**src/rtl/uart_word_tx.sv**
```systemverilog
// uart_word_tx: splits a captured word into bytes for the UART TX FIFO.
// Define UART_WORD_TX_CSUM_EN to append an XOR checksum byte.
module uart_word_tx #(
  parameter int WORD_W    = 16,
  parameter int GAP_CYC   = 2,
  parameter int MSB_FIRST = 0
) (
  input  logic              clk,
  input  logic              reset,
  input  logic              start,
  input  logic [WORD_W-1:0] word,
  output logic              busy,
  output logic              done,
  input  logic              fifo_full,
  output logic              fifo_wr,
  output logic [7:0]        fifo_wdata
);

  localparam int NBYTES = WORD_W / 8;
`ifdef UART_WORD_TX_CSUM_EN
  localparam int NTOT = NBYTES + 1;
`else
  localparam int NTOT = NBYTES;
`endif
  localparam int CW = $clog2(NBYTES + 1);
  localparam logic [CW-1:0] LAST = CW'(NTOT - 1);
  localparam logic [7:0] GLAST =
    8'((GAP_CYC == 0) ? 0 : GAP_CYC - 1);

  typedef enum logic [1:0] {
    IDLE, WRITE, GAP, DONE
  } state_t;

  state_t            state;
  logic [WORD_W-1:0] sh;
  logic [CW-1:0]     bcnt;
  logic [7:0]        gcnt;
  logic [7:0]        tx_byte;
`ifdef UART_WORD_TX_CSUM_EN
  logic [7:0]        csum;
`endif

  always_comb begin
    tx_byte = (MSB_FIRST != 0) ? sh[WORD_W-1 -: 8] : sh[7:0];
`ifdef UART_WORD_TX_CSUM_EN
    // the slot after the data bytes carries the running XOR
    if (bcnt == LAST) tx_byte = csum;
`endif
  end

  always_ff @(posedge clk or negedge reset) begin
    if (!reset) begin
      state      <= IDLE;
      busy       <= 1'b0;
      done       <= 1'b0;
      fifo_wr    <= 1'b0;
      fifo_wdata <= 8'h00;
      sh         <= '0;
      bcnt       <= '0;
      gcnt       <= 8'h00;
`ifdef UART_WORD_TX_CSUM_EN
      csum       <= 8'h00;
`endif
    end else begin
      fifo_wr <= 1'b0;
      done    <= 1'b0;
      unique case (state)
        IDLE: begin
          if (start) begin
            sh    <= word;
            bcnt  <= '0;
            gcnt  <= 8'h00;
            busy  <= 1'b1;
            state <= WRITE;
`ifdef UART_WORD_TX_CSUM_EN
            csum  <= 8'h00;
`endif
          end
        end
        WRITE: begin
          if (!fifo_full) begin
            fifo_wr    <= 1'b1;
            fifo_wdata <= tx_byte;
            sh <= (MSB_FIRST != 0) ? (sh << 8) : (sh >> 8);
`ifdef UART_WORD_TX_CSUM_EN
            csum <= csum ^ tx_byte;
`endif
            if (bcnt == LAST) begin
              state <= DONE;
            end else begin
              bcnt <= bcnt + 1'b1;
              if (GAP_CYC > 0) state <= GAP;
            end
          end
        end
        GAP: begin
          if (gcnt == GLAST) begin
            gcnt  <= 8'h00;
            state <= WRITE;
          end else begin
            gcnt <= gcnt + 8'h01;
          end
        end
        DONE: begin
          done  <= 1'b1;
          busy  <= 1'b0;
          state <= IDLE;
        end
        default: state <= IDLE;
      endcase
    end
  end

endmodule

```
**config.mk**
```make
export PLATFORM = sky130hd
export DESIGN_NAME = uart_word_tx
export DESIGN_NICKNAME = d
export VERILOG_FILES = /design/src/rtl/uart_word_tx.sv
export SDC_FILE = /design/constraint.sdc
export NUM_CORES = 1
export LEC_CHECK = 0
export CAP_MARGIN = 20
export CORE_MARGIN = 5
export CORE_UTILIZATION = 46
export DETAILED_ROUTE_END_ITERATION = 16
export PLACE_DENSITY_LB_ADDON = 0.05
export SETUP_SLACK_MARGIN = 0.15
export SYNTH_ARGS = -nofsm -noshare
export SYNTH_HDL_FRONTEND = slang
export SYNTH_SLANG_ARGS = --single-unit
```
**constraint.sdc**
```tcl
create_clock -name clk -period 1.41 [get_ports clk]
set_input_delay 0.141 -clock clk [delete_from_list [all_inputs] [get_ports clk]]
set_output_delay 0.141 -clock clk [all_outputs]
set_load 0.005 [all_outputs]
```
==> flow_metrics.env, run 1 <==
export IMPL_reg2reg_from="gcnt[0]"
export IMPL_dp_worst_setup_slack_ps=-157
export IMPL_syn_nets=168
export IMPL_n_fill_cell=269
export IMPL_timing_rr_end="gcnt[7]"
export IMPL_critPathMaxFanout=4
export IMPL_finalSetupViolCount=1
export IMPL_cp_endpoint="gcnt[7]"
export IMPL_place_hpwl_um=2550
export IMPL_port_buffers=30
export IMPL_top_layer="met4"
export IMPL_status="finished with violations"
export IMPL_slew_headroom=0.679
export IMPL_period_share=1.01
export IMPL_syn_area_um2=1740
export IMPL_grt_pass1_vias=1418
export IMPL_wire_per_inst_um=16.8
export IMPL_syn_to_final_growth_pct=54.0
export IMPL_min_path_type="input pin to asynchronous set/reset pin"
export IMPL_worst_ep_arrival_time_ps=1610
export IMPL_nets=239
export IMPL_clkTransAtPathRegs_ps=80
export IMPL_rsz0062_at_grt="true"
export IMPL_cp_startpoint="gcnt[0]"
export IMPL_wirelength_um=4460
export IMPL_die_w_um=71.5
export IMPL_cts_tree="yes"
export IMPL_postSynthAreaPerCell_um2=12.0
export IMPL_finClkSkew_ps=5.62
export IMPL_r2r_cells=5
export IMPL_min_period_ps=1420
export IMPL_dp_cells=234
export IMPL_ys_types=32
export IMPL_ios=31
export IMPL_p_leak_nw=1.31
export IMPL_grt_max_degree=40
export IMPL_overflow=0
export IMPL_wl_met2_um=2230
export IMPL_startpoint_type="register"
export IMPL_die_h_um=71.5
export IMPL_power_total_w=0.00203
export IMPL_stdcell_area_um2=2680
export IMPL_htree_levels=2
export IMPL_cap_viol_max_count=0
export IMPL_r2r_setup_slack_ps=-10
export IMPL_clk_latency_ps=290
export IMPL_p_per_area_nw_per_um2=759
export IMPL_start_util=0.475
export IMPL_vias=1384
export IMPL_timing_fmax_mhz=703
export IMPL_cts_num_sinks=39
export IMPL_cp_end_kind="register"
export IMPL_layout_drive_gt1_share=0.406
export IMPL_synth_seq_area_share=0.561
export IMPL_critPathRequiredTime_ps=1590
export IMPL_gp_congestion=0.763
export IMPL_core_area_um2=3660
export IMPL_yosys_warnings=0
export IMPL_die_area_um2=5110
export IMPL_drt_iter0_markers=75
export IMPL_grt_pass1_wl_um=6980
export IMPL_wl_met1_um=1980
export IMPL_dr_pass1_iters=4
export IMPL_clockRootBuffer="clkbuf_8"
export IMPL_synthCells=145
export IMPL_violations="setup timing"
export IMPL_peakVddDrop_mv=0.520
export IMPL_final_hold_violation_count=0
export IMPL_antenna_cells=0
export IMPL_rows=22
export IMPL_grt_usage=0.180
export IMPL_met3WireLength_um=184
export IMPL_ant_nets=0
export IMPL_crit_type="register to register"
export IMPL_maxSlewViolCount=0
export IMPL_clockBufferDepth=2
export IMPL_fin_cells=265
export IMPL_placed_area_um2=2240
export IMPL_drc=0
export IMPL_via_per_inst=5.22
export IMPL_ys_ff_latch=39
export IMPL_worst_slack_ps=-13.1
export IMPL_grt_antenna_before_repair=0
export IMPL_worst_slew_pin_slew_ps=482
export IMPL_cts_buffers=5
==> area by class of cell <==
cell class	count	area, um2	area share
flip-flops and latches	39	977	0.365
multi-input cells	96	850	0.317
repair buffers	71	697	0.260
clock buffers	6	72.6	0.0271
well taps	48	60.1	0.0224
clock inverters	2	12.5	0.00467
inverters	3	11.3	0.00420
==> layer usage <==
layer | vias to the layer above | GRT usage
met5 | - | 0
li1 | 663 | -
met2 | 36 | 0.292
met3 | 7 | 0.0533
met4 | 0 | 0.0772
met1 | 678 | 0.223
==> stage by stage <==
step / setup TNS [ps] / util / hold WS [ps]
2_1_floorplan: 0 / - / -155
3_3_place_gp: -1880 / 0.613 / 214
3_5_place_dp: -2340 / 0.613 / 220
5_1_grt: -415 / 0.732 / 448
6_report: -13.1 / 0.732 / 432
4_1_cts: -13.8 / 0.713 / 441
==> critical path: stages (launching register included) <==
cell	delay (ps)
dfrtp_1	410
buf_4	170
and3_1	190
and3_1	190
nor2b_1	130
a22o_1	220
==> layout by cell type (no fill, tap or decap), drive strengths merged <==
cell           instances
nand3                  2
clkbuf                 7
nand2                 14
a31oi                  4
dlygate4sd2           10
a21oi                  2
a22o                  11
mux2                   8
clkinvlp               1
nor4b                  1
a21o                   4
o21ai                 17
mux2i                  8
inv                    3
buf                   40
nand2b                 2
clkdlybuf4s50         18
nor3                   1
ha                     3
dlygate4sd3            1
o21bai                 1
nor3b                  4
nor2b                  2
dlymetal6s2s           1
and3                   3
a41oi                  1
dfrtp                 39
clkinv                 1
nor2                   6
or3                    1
o22ai                  1
==> state kept, by name (all words and copies together), names as in the netlist <==
signal and flops:
bcnt 2, gcnt 8, fifo_wr 1, sh 16, done 1, state 2
busy 1, fifo_wdata 8
==> cells in the mapped netlist, drive strengths merged <==
cell / instances / area, um2
nor4b: 1 / 15.0
nand3: 2 / 10.0
inv: 3 / 11.3
nor2b: 2 / 12.5
nand2b: 2 / 20.0
a31oi: 4 / 25.0
o22ai: 1 / 6.26
a21o: 4 / 31.3
o21bai: 1 / 7.51
a22o: 11 / 96.3
a21oi: 2 / 10.0
mux2i: 8 / 80.1
or3: 1 / 6.26
nor2: 6 / 30.0
nor3b: 4 / 46.3
nor3: 1 / 5.00
mux2: 8 / 90.1
and3: 3 / 18.8
nand2: 14 / 52.6
a41oi: 1 / 8.76
dfrtp: 39 / 976
ha: 3 / 37.5
o21ai: 17 / 85.1
buf: 7 / 58.8
==> power breakdown <==
group	switching, W	leakage (nW)	internal (W)	total (W)
Combinational	0.0000507	0.760	0.0000778	0.000129
Sequential	0.0000180	0.505	0.00114	0.00116
Clock	0.000399	0.0412	0.000346	0.000745
Total	0.000468	1.31	0.00157	0.00203
==> worst min-delay path by stage <==
stage | startpoint | end | slack [ps] | depth (start not counted)
after CTS | reset | state[0] | 440 | 3
after global routing | word[13] | sh[13] | 450 | 2
final | reset | busy | 430 | 3
after detailed placement | reset | bcnt[0] | 220 | 2
after floorplan | reset | bcnt[0] | -150 | 0
after global placement | reset | bcnt[1] | 210 | 2
==> repair_timing <==
item,CTS,global route
gates cloned,3,0
pin swaps,13,5
setup endpoints to repair,39,38
resized for setup,37,17
endpoints found under the hold margin,39,0
setup buffers,16,3
hold buffers,1,0
==> cell families (layout without fill, tap and decap cells) <==
family	Yosys count	after routing	share of synthesized area
buf+inv	10	82	0.0403
fa+ha+maj	3	3	0.0216
flops	39	39	0.561
simple gates	36	36	0.124
mux	16	16	0.0978
compound gates	41	41	0.155
Note: power is estimated with default switching activity, not from simulation.
==> run 2, diff against run 1 <==
SLEW_MARGIN = 20   (was default)
==> results of run 2 <==
No change in the layout: final DEF, timing and power equal those of run 1.
